===== config.mk =====
export PLATFORM = sky130hd
export DESIGN_NAME = logic_arbiter
export DESIGN_NICKNAME = d
export VERILOG_FILES = /design/src/rtl/logic_pkg.sv /design/src/rtl/logical.sv /design/src/rtl/logic_arbiter.sv
export SDC_FILE = /design/constraint.sdc
export NUM_CORES = 1
export LEC_CHECK = 0
export ABC_AREA = 1
export CAP_MARGIN = 30
export CORE_ASPECT_RATIO = 0.7
export CORE_MARGIN = 8
export CORE_UTILIZATION = 48
export CTS_CLUSTER_SIZE = 24
export DETAILED_ROUTE_END_ITERATION = 12
export PLACE_DENSITY = 0.83
export SLEW_MARGIN = 20
export SYNTH_ARGS = -nofsm -noshare
export SYNTH_HDL_FRONTEND = slang
export SYNTH_SLANG_ARGS = --single-unit

===== constraint.sdc =====
create_clock -name clk -period 1.7 [get_ports clk]
set_clock_uncertainty 0.15 [all_clocks]
set_input_delay 0.255 -clock clk [delete_from_list [all_inputs] [get_ports clk]]
set_output_delay 0.255 -clock clk [all_outputs]
set_load 0.02 [all_outputs]

===== src/rtl/logic_pkg.sv =====
// ============================================================================
// Module      : logic_pkg
// Description : Shared encodings and widths for the logic arbiter slice.
// Revision    : 1.0 - initial release
// ============================================================================
`default_nettype none

package logic_pkg;

    localparam int DATA_W = 8;

    localparam logic OP_AND = 1'b1;
    localparam logic OP_OR  = 1'b0;

    localparam logic [DATA_W-1:0] CNT_MAX = {DATA_W{1'b1}};

    typedef enum logic [1:0] {
        IDLE = 2'd0,
        EXEC = 2'd1,
        RESP = 2'd2
    } state_t;

    // Grant counters stick at their maximum instead of wrapping.
    function automatic logic [DATA_W-1:0] sat_inc(input logic [DATA_W-1:0] value);
        logic [DATA_W-1:0] result;
        result = (value == CNT_MAX) ? value : value + 1'b1;
        return result;
    endfunction

endpackage

`default_nettype wire


===== src/rtl/logical.sv =====
// ============================================================================
// Module      : logical
// Description : Combinational bitwise AND/OR unit selected by OP.
// Revision    : 1.0 - initial release
// ============================================================================
`default_nettype none

module logical
    import logic_pkg::*;
#(
    parameter int WIDTH = DATA_W
) (
    input  logic [WIDTH-1:0] A,
    input  logic [WIDTH-1:0] B,
    input  logic             OP,
    output logic [WIDTH-1:0] Y
);

    assign Y = (OP == OP_AND) ? (A & B) : (A | B);

endmodule

`default_nettype wire


===== src/rtl/logic_arbiter.sv =====
// ============================================================================
// Module      : logic_arbiter
// Description : Two-requester round-robin front end for one AND/OR unit,
//               one operation in flight, with saturating grant counters.
// Revision    : 1.0 - initial release
// ============================================================================
`default_nettype none

module logic_arbiter
    import logic_pkg::*;
(
    input  logic              clk,
    input  logic              rst_n,
    input  logic              req0_valid,
    output logic              req0_ready,
    input  logic [DATA_W-1:0] req0_a,
    input  logic [DATA_W-1:0] req0_b,
    input  logic              req0_op,
    input  logic              req1_valid,
    output logic              req1_ready,
    input  logic [DATA_W-1:0] req1_a,
    input  logic [DATA_W-1:0] req1_b,
    input  logic              req1_op,
    output logic              rsp_valid,
    input  logic              rsp_ready,
    output logic [DATA_W-1:0] rsp_data,
    output logic              rsp_id,
    output logic              busy,
    output logic [DATA_W-1:0] gnt_cnt0,
    output logic [DATA_W-1:0] gnt_cnt1
);

    state_t            r_state;
    state_t            w_state_next;
    logic              w_gnt0;
    logic              w_gnt1;
    logic              w_grant;
    logic              r_last_grant;
    logic [DATA_W-1:0] r_a;
    logic [DATA_W-1:0] r_b;
    logic              r_op;
    logic              r_id;
    logic [DATA_W-1:0] r_rsp_data;
    logic              r_rsp_id;
    logic [DATA_W-1:0] r_gnt_cnt0;
    logic [DATA_W-1:0] r_gnt_cnt1;
    logic [DATA_W-1:0] w_y;

    // Arbitration and next state; a tie goes to the requester not granted last.
    always_comb begin
        w_state_next = r_state;
        w_gnt0       = 1'b0;
        w_gnt1       = 1'b0;
        case (r_state)
            IDLE: begin
                if (req0_valid && req1_valid) begin
                    w_gnt0 = r_last_grant;
                    w_gnt1 = ~r_last_grant;
                end else begin
                    w_gnt0 = req0_valid;
                    w_gnt1 = req1_valid;
                end
                if (w_gnt0 || w_gnt1) begin
                    w_state_next = EXEC;
                end
            end
            EXEC: begin
                w_state_next = RESP;
            end
            RESP: begin
                if (rsp_ready) begin
                    w_state_next = IDLE;
                end
            end
            default: begin
                w_state_next = IDLE;
            end
        endcase
    end

    assign w_grant = w_gnt0 | w_gnt1;

    always_ff @(posedge clk or negedge rst_n) begin
        if (!rst_n) begin
            r_state <= IDLE;
        end else begin
            r_state <= w_state_next;
        end
    end

    always_ff @(posedge clk or negedge rst_n) begin
        if (!rst_n) begin
            r_a          <= '0;
            r_b          <= '0;
            r_op         <= OP_OR;
            r_id         <= 1'b0;
            r_last_grant <= 1'b1;
        end else if (w_grant) begin
            r_a          <= w_gnt1 ? req1_a  : req0_a;
            r_b          <= w_gnt1 ? req1_b  : req0_b;
            r_op         <= w_gnt1 ? req1_op : req0_op;
            r_id         <= w_gnt1;
            r_last_grant <= w_gnt1;
        end
    end

    logical #(
        .WIDTH (DATA_W)
    ) u_logical (
        .A  (r_a),
        .B  (r_b),
        .OP (r_op),
        .Y  (w_y)
    );

    always_ff @(posedge clk or negedge rst_n) begin
        if (!rst_n) begin
            r_rsp_data <= '0;
            r_rsp_id   <= 1'b0;
        end else if (r_state == EXEC) begin
            r_rsp_data <= w_y;
            r_rsp_id   <= r_id;
        end
    end

    always_ff @(posedge clk or negedge rst_n) begin
        if (!rst_n) begin
            r_gnt_cnt0 <= '0;
            r_gnt_cnt1 <= '0;
        end else begin
            if (w_gnt0) begin
                r_gnt_cnt0 <= sat_inc(r_gnt_cnt0);
            end
            if (w_gnt1) begin
                r_gnt_cnt1 <= sat_inc(r_gnt_cnt1);
            end
        end
    end

    // Ready is qualified by rst_n so no requester is accepted while reset is held.
    assign req0_ready = w_gnt0 & rst_n;
    assign req1_ready = w_gnt1 & rst_n;
    assign rsp_valid  = (r_state == RESP);
    assign rsp_data   = r_rsp_data;
    assign rsp_id     = r_rsp_id;
    assign busy       = (r_state != IDLE);
    assign gnt_cnt0   = r_gnt_cnt0;
    assign gnt_cnt1   = r_gnt_cnt1;

endmodule

`default_nettype wire


==> out/results.txt, run 1 <==
STA puts the critical path data required time at 1.29 ns. The sequential element share of the synthesized area is 46.8%. Entering global routing, the biggest net connects 47 pins. For this design the static power due to leakage is 1.88 nW.

In this design, the stage delay of the slowest critical-path cell is 0.60 ns. The number of hold violations in the final report is 0, and the routed wire length per instance is 12.3 µm. Cells fill 70.1% of the core in the end. The core region is 0.00486 mm². Timing would allow up to 603 MHz.

The clock net sink count is 46. The number of fill cells in the layout came out at 421. For the number of max-slew violations in the final report, the log shows 0. Counting every net in the synthesized netlist gives 387.

At the pin with the least slew margin, the transition time is 0.585 ns. The run gives 0.29 ns as the latest clock arrival within the worst-skew pair. For this run, the detailed router's first-pass iteration total came to 5. The via count of the first global-routing pass is 2204.

After routing the design area is 0.00341 mm². The die is 102 µm wide. The routed layout has 2310 vias. The sum of internal, switching and leakage power came out at 0.00517 W.

The placer congestion estimate came out at 0.786. The worst hold path begins at rsp_data[1]. During placement, the flow inserted port buffers numbering 67.

The synthesis-to-layout area growth is 38.5%. The cell count of the worst reg-to-reg path works out to 8. The first global-routing pass estimated 10.2 mm of wire. The buffers plus inverters on the worst setup path was 1. Setup repair after global routing could not meet its margin everywhere. The row count was 21. The critical path launch point type was a flip-flop.

The sequential cell area came out at 0.00115 mm². For this run, the total global-route usage over all layers was measured as 16.5%. The tools report the critical register-to-register path startpoint as r_state[1].

In this run the cell area of the synthesized design comes to 0.00246 mm². The maximum buffer depth of the clock tree was 2. The count of nets left with antenna violations once routing finished came out at 0. Once routing completed, OpenROAD measured the worst setup slack at 0.0423 ns.

Traced cell by cell, the critical path runs through clkdlybuf4s50_1. The worst hold path terminates at rsp_data[1]. The synthesized area per cell is 7.11 µm².

0 antenna diodes ended up in the layout. For the minimum setup slack among reg-to-reg paths, the log shows 0.14 ns. Initial antenna violation count: 0.

The synthesized instance count is 346, and the floorplan die height is 75.9 µm. For the arrival time at the worst endpoint, the log shows 1.25 ns. The detailed router finished its first iteration with 120 violations. The hold path depth works out to 2. In this run the clock root is driven by a sky130_fd_sc_hd__clkbuf_8. The die covers 0.00771 mm².

Post-route clock period utilization: 97.5%. Summed over all layers, the global routing overflow is 0. The area of the multi-input gates came out at 0.00106 mm².

The minimum setup slack after placement was -0.337 ns. TritonCTS built the clock tree. Broken down by cell family, the worst path's largest delay share belongs to buffers and inverters. The via density per instance works out to 4.66. The critical path is of the flip-flop to primary output type. Counting the buffers created by CTS gives 5.

Summing all placed instances gives a cell area of 0.00329 mm². The number of placed I/O pins came out at 68. The worst setup path is captured at a primary output. The count of nets after finishing is 468, and the number of max-cap violations is 0.

The clock transition at the registers of the reported paths is 0.08 ns. The path class of the tightest hold or removal check is flip-flop to flip-flop. The post-route DRC violation count was 0.

The number of buffers inserted by post-CTS setup repair came out at 0. The routed wire length was 6.09 mm. Of the cells placed in the final design, the portion with a size suffix greater than 1 is 9.13%. The worst-case IR drop observed on VDD is 0.00106 V.

Final critical delay including setup and external delays: 1.66 ns. The Yosys step of the flow raised 0 warnings. Detailed placement finished with a half-perimeter wire length of 4.66 mm. For this design the ratio of total power to cell area is 1520 mW/mm².

The maximum fanout along the worst path works out to 2. The tools report the endpoint of the lowest-slack register-to-register path as gnt_cnt1[3]. The worst pin sits at a relative slew slack of 61.0%. The starting density of the core was 50.6%; the count of H-tree levels built during CTS was 2.

Synthesis inferred 46 register bits. The number of distinct library cells after synthesis is 22. The largest individual stage delay along the critical path comes from the cell sky130_fd_sc_hd__clkdlybuf4s50_1. The run finished with clean final reports.

The tools report the number of endpoints failing setup at the final stage as 0.
[cells in the mapped netlist]
| library cell | count | area share [%] |
|---|---|---|
| sky130_fd_sc_hd__o21ai_4 | 1 | 0.66 |
| sky130_fd_sc_hd__nor2_1 | 14 | 2.1 |
| sky130_fd_sc_hd__a21oi_1 | 8 | 1.6 |
| sky130_fd_sc_hd__xnor2_1 | 4 | 1.4 |
| sky130_fd_sc_hd__dfrtp_1 | 45 | 46 |
| sky130_fd_sc_hd__ha_1 | 2 | 1.0 |
| sky130_fd_sc_hd__nor3_1 | 1 | 0.20 |
| sky130_fd_sc_hd__inv_2 | 3 | 0.46 |
| sky130_fd_sc_hd__nand4_1 | 1 | 0.25 |
| sky130_fd_sc_hd__buf_4 | 2 | 0.61 |
| sky130_fd_sc_hd__buf_6 | 2 | 0.92 |
| sky130_fd_sc_hd__nand2_1 | 152 | 23 |
| sky130_fd_sc_hd__inv_1 | 51 | 7.8 |
| sky130_fd_sc_hd__o21ai_0 | 23 | 4.7 |
| sky130_fd_sc_hd__clkbuf_1 | 3 | 0.46 |
| sky130_fd_sc_hd__xor2_1 | 2 | 0.71 |
| sky130_fd_sc_hd__nand2_2 | 2 | 0.51 |
| sky130_fd_sc_hd__nor2_4 | 2 | 0.92 |
| sky130_fd_sc_hd__nor2_2 | 1 | 0.25 |
| sky130_fd_sc_hd__nand3_1 | 25 | 5.1 |
| sky130_fd_sc_hd__dfstp_2 | 1 | 1.1 |
| sky130_fd_sc_hd__inv_4 | 1 | 0.25 |
[stage by stage]
step | hold slack [ns] | std cells | setup TNS, ns
after floorplan | -0.191 | 346 | 0
after global placement | 0.249 | 488 | -0.579
after detailed placement | 0.250 | 488 | -0.700
after CTS | 0.344 | 496 | -0.00830
after global routing | 0.361 | 496 | -0.0125
final | 0.339 | 496 | 0
[cell usage in the layout (no fill, tap or decap), types with 2 or more instances in the layout]
cell type,netlist,routed
sky130_fd_sc_hd__nor2_1,14,14
sky130_fd_sc_hd__dfrtp_1,45,44
sky130_fd_sc_hd__buf_4,2,12
sky130_fd_sc_hd__dlymetal6s2s_1,0,5
sky130_fd_sc_hd__xor2_1,2,2
sky130_fd_sc_hd__dlygate4sd2_1,0,17
sky130_fd_sc_hd__inv_2,3,3
sky130_fd_sc_hd__clkdlybuf4s50_1,0,40
sky130_fd_sc_hd__buf_12,0,2
sky130_fd_sc_hd__inv_1,51,51
sky130_fd_sc_hd__ha_1,2,2
sky130_fd_sc_hd__o21ai_0,23,23
sky130_fd_sc_hd__nand2_2,2,3
sky130_fd_sc_hd__xnor2_1,4,4
sky130_fd_sc_hd__a21oi_1,8,8
sky130_fd_sc_hd__clkbuf_8,0,6
sky130_fd_sc_hd__nand3_1,25,24
sky130_fd_sc_hd__buf_2,0,2
sky130_fd_sc_hd__nor2_4,2,2
sky130_fd_sc_hd__nand2_1,152,151
[routing by layer]
metal	global-route usage (%)	share of wire, %	up-vias
met5	0	0	-
met4	3.94	0.56	0
met3	4.29	5.8	2
met2	27.2	46	57
met1	21.3	48	1040
li1	-	-	1211
[report_power, final]
part           internal (W)  total, W  leakage (nW)  switching [W]
Combinational       0.00101   0.00243          1.25        0.00142
Clock              0.000470  0.000815        0.0573       0.000344
Sequential          0.00155   0.00192         0.580       0.000368
[state kept, by name (all words and copies together) (netlist names)]
signal and cells:
gnt_cnt0 8, gnt_cnt1 8, r_a 8, r_b 8, r_id 1, r_last_grant 1, r_op 1, r_state 2
rsp_data 8, rsp_id 1
[what timing repair did]
action	4_1_cts	5_1_grt
hold buffers	1	0
resized for setup	33	11
endpoints found under the hold margin	45	0
pin swaps	0	1
setup endpoints to repair	21	10
[cell type report]
type,count,share of cell area (%)
Sequential cell,46,33.9
Multi-Input combinational cell,238,31.2
Timing Repair Buffer,81,23.0
Inverter,55,6.13
Tap cell,69,2.53
Clock buffer,6,2.42
Clock inverter,1,0.881
[worst max-delay path by stage]
stage / cells after the start / end / start
after floorplan: 3 / req0_ready / r_state[1]
after global placement: 5 / req0_ready / req1_valid
after detailed placement: 5 / req0_ready / req1_valid
after CTS: 4 / req0_ready / r_state[1]
after global routing: 4 / req0_ready / r_state[1]
final: 1 / rsp_data[4] / rsp_data[4]
[cells by family after synthesis]
family / Yosys count / share of synthesized area, %
compound gates: 32 / 6.97
flops: 46 / 46.8
xor+xnor: 6 / 2.14
buf+inv: 62 / 10.5
simple gates: 198 / 32.6
fa+ha+maj: 2 / 1.02
Note: power is estimated with default switching activity, not from simulation.
==> run 2: changes to the inputs <==
--- a/config.mk
+++ b/config.mk
@@ -12,6 +12,7 @@
 export CORE_UTILIZATION = 48
 export CTS_CLUSTER_SIZE = 24
 export DETAILED_ROUTE_END_ITERATION = 12
+export MAX_ROUTING_LAYER = met4
 export PLACE_DENSITY = 0.83
 export SLEW_MARGIN = 20
 export SYNTH_ARGS = -nofsm -noshare
==> run 2 against run 1 <==
  * Via count down 0.13%
  * Core utilization unchanged
  * Maximum frequency up 0.11%
  * Clock-buffer cell count unchanged
  * Clock power about the same
  * Sequential share of layout area unchanged
  * Worst hold slack about the same
  * Combinational power about the same
  * Sequential power about the same
  * Critical endpoint unchanged
==> out/results.txt, run 2 (synthesized netlist as in run 1, its figures left out) <==
The via density per instance came out at 4.65. Setup slack closes at 0.0442 ns. In this run the tightest slew margin relative to its limit is 61.2%. On the critical path the largest part of the delay comes from buffers and inverters.

Timing would allow up to 604 MHz. Summed over all layers, the global routing overflow is 0. At the end of the flow, the number of nets in the layout was 468. The tools report the routed wire length as 6.10 mm.

Clock-pin slew was measured on the worst setup and hold paths at 0.08 ns. For the number of violations reported at the end of detailed-routing iteration 0, the log shows 121. In this run the most critical hold path is launched from rsp_data[1]. Walking the worst path, the cells encountered are clkdlybuf4s50_1. The initial antenna violation count is 0. Leaving out filler cells and counting taps, the final layout contains 496.

The worst-case vdd ir drop came out at 0.00106 V. For this run, the slowest stage of the critical path takes 0.60 ns. The post-route clock period utilization came out at 97.4%. The library cells used most frequently in the layout, excluding fill and tap cells, are sky130_fd_sc_hd__nand2_1 (151), sky130_fd_sc_hd__inv_1 (51), sky130_fd_sc_hd__dfrtp_1 (44). CTS built an H-tree with a depth of 2. In this run the static leakage power is 1.88 nW. At the pin with the least slew margin, the transition time is 0.581 ns. TritonCTS built the clock tree. For the clock net sink count, the log shows 46. The slowest stage of the critical path belongs to the cell sky130_fd_sc_hd__clkdlybuf4s50_1. The number of max-slew violations in the final report is 0, and the via count of the first global-routing pass is 2197. In this run the power density over the cells is 1520 mW/mm². For the met2 capacity usage during global routing, the log shows 27.2%.

The layout has 421 filler cells. The floorplan step defined a die boundary enclosing 0.00771 mm². The number of endpoints failing setup at the final stage is 0.

The maximum fanout along the worst path is 2, and the synthesis-to-layout area growth is 38.5%. The most used routing layer in global routing is met2. Dividing the detail-routed wire length by the instance count gives 12.3 µm. The number of max-cap violations is 0. The buffers plus inverters on the worst setup path was 1; the global-route track usage on met3 was 4.01%. The fraction of final layout cells sized beyond drive strength 1 works out to 9.13%.

The repair_antennas step left the layout with diodes totalling 0. The arrival time at the worst endpoint was 1.25 ns. The tools report the core region area as 0.00486 mm². In this run the deepest clock path goes through 2 buffers. The logs give 2307 for the detailed-route via count and 6 for the iteration count of the initial detailed-routing pass. The final HPWL from detailed placement is 4.66 mm. The placer congestion estimate is 0.797. The overall global routing resource usage came out at 17.0%. STA classifies the critical path endpoint as a primary output.

For the setup TNS after final layout, the log shows 0 ns. After detailed routing, the number of remaining DRC violations is 0. OpenSTA, run right after detailed placement, puts the worst setup slack at -0.337 ns.

The worst register-to-register path has a setup slack of 0.14 ns. The floorplan step set the die width to 102 µm. In this run the critical register-to-register path is launched from r_state[1].

Once detail routing completed, the nets flagged for antenna violations numbered 0. Counting I/O delays and the setup requirement, the final critical path takes 1.66 ns. At the worst endpoint, the required time is 1.29 ns. The tree is rooted in a sky130_fd_sc_hd__clkbuf_8. Counting tap cells, the placed design contains a total of 488 instances.

Setup repair after global routing could not meet its margin everywhere. Starting density of the core: 50.6%. The number of port buffers came out at 67.

The setup path with the least slack is of type flip-flop to primary output. The latest clock arrival within the worst-skew pair was 0.29 ns; the floorplan die height was 75.9 µm. The first global-routing pass estimated 10.2 mm of wire. The number of hold violations in the final report was 0.

The flow ran to the end, and the final reports show no timing, DRC or antenna violations. Critical path launch point type: a flip-flop. For this run, global-route usage on met1 was measured as 21.5%. TritonCTS created 5 clock buffers. The critical path starts at rsp_data[4].

The number of placed I/O pins came out at 68. The most common library cell in the layout ignoring fill and taps is sky130_fd_sc_hd__nand2_1. Type of the most critical hold path: flip-flop to flip-flop. Row generation in the floorplan step produced 21 rows.

Hold is met by 0.339 ns. Entering global routing, the biggest net connects 47 pins.
-- run 2: repair_timing --
| action | 4_1_cts | 5_1_grt |
|---|---|---|
| hold buffers | 1 | 0 |
| setup buffers | 0 | 0 |
| setup endpoints to repair | 21 | 10 |
| hold endpoints to repair | 45 | 0 |
| gates cloned | 0 | 0 |
| resized for setup | 33 | 11 |
| pin swaps | 0 | 1 |
-- run 2: path summary, 6_finish.rpt --
check                              end  cells after the start
max reg2reg                gnt_cnt1[3]                      8
min reg2reg                rsp_data[1]                      2
max in group asynchronous  gnt_cnt0[0]                      3
min in group asynchronous  gnt_cnt0[1]                      3
min                        rsp_data[1]                      2
max                        rsp_data[4]                      1
-- run 2: area by class of cell --
type	count	area [µm²]	area share, %
repair buffers	81	783	23.0
clock inverters	1	30.0	0.881
well taps	69	86.3	2.53
flip-flops and latches	46	1150	33.9
clock buffers	6	82.6	2.42
inverters	55	209	6.13
multi-input cells	238	1060	31.2
-- run 2: per-layer routing --
| layer | wire, µm | part of all wire (%) |
|---|---|---|
| met1 | 2910 | 48 |
| met2 | 2780 | 46 |
| met3 | 372 | 6.1 |
| met4 | 38 | 0.62 |
| met5 | 0 | 0 |
-- run 2: worst min-delay path, delay by kind of cell, from the launching register on --
| kind | cells | cell delay [ns] |
|---|---|---|
| compound gates | 1 | 0.06 |
| flops | 1 | 0.35 |
| simple gates | 1 | 0.05 |
-- run 2: where the power goes --
part / total (W) / switching, W / internal [W]
Sequential: 0.00192 / 0.000369 / 0.00155
Combinational: 0.00243 / 0.00142 / 0.00101
Clock: 0.000813 / 0.000343 / 0.000470
Total: 0.00517 / 0.00213 / 0.00303
-- run 2: metrics by stage --
stage               cell area, µm²  util [%]  total power (W)
detailed placement            3290      67.6          0.00445
global route                  3410      70.1          0.00558
global placement              3290      67.6          0.00436
CTS                           3380      69.5          0.00519
floorplan                     2460         -          0.00336
finish                        3410      70.1          0.00517
==> run 3: changes to the inputs <==
--- a/config.mk
+++ b/config.mk
@@ -10,7 +10,7 @@
 export CORE_ASPECT_RATIO = 0.7
 export CORE_MARGIN = 8
 export CORE_UTILIZATION = 48
-export CTS_CLUSTER_SIZE = 24
+export CTS_CLUSTER_SIZE = 14
 export DETAILED_ROUTE_END_ITERATION = 12
 export MAX_ROUTING_LAYER = met4
 export PLACE_DENSITY = 0.83
==> results of run 3 <==
No change in the layout: final DEF, timing and power equal those of run 2.
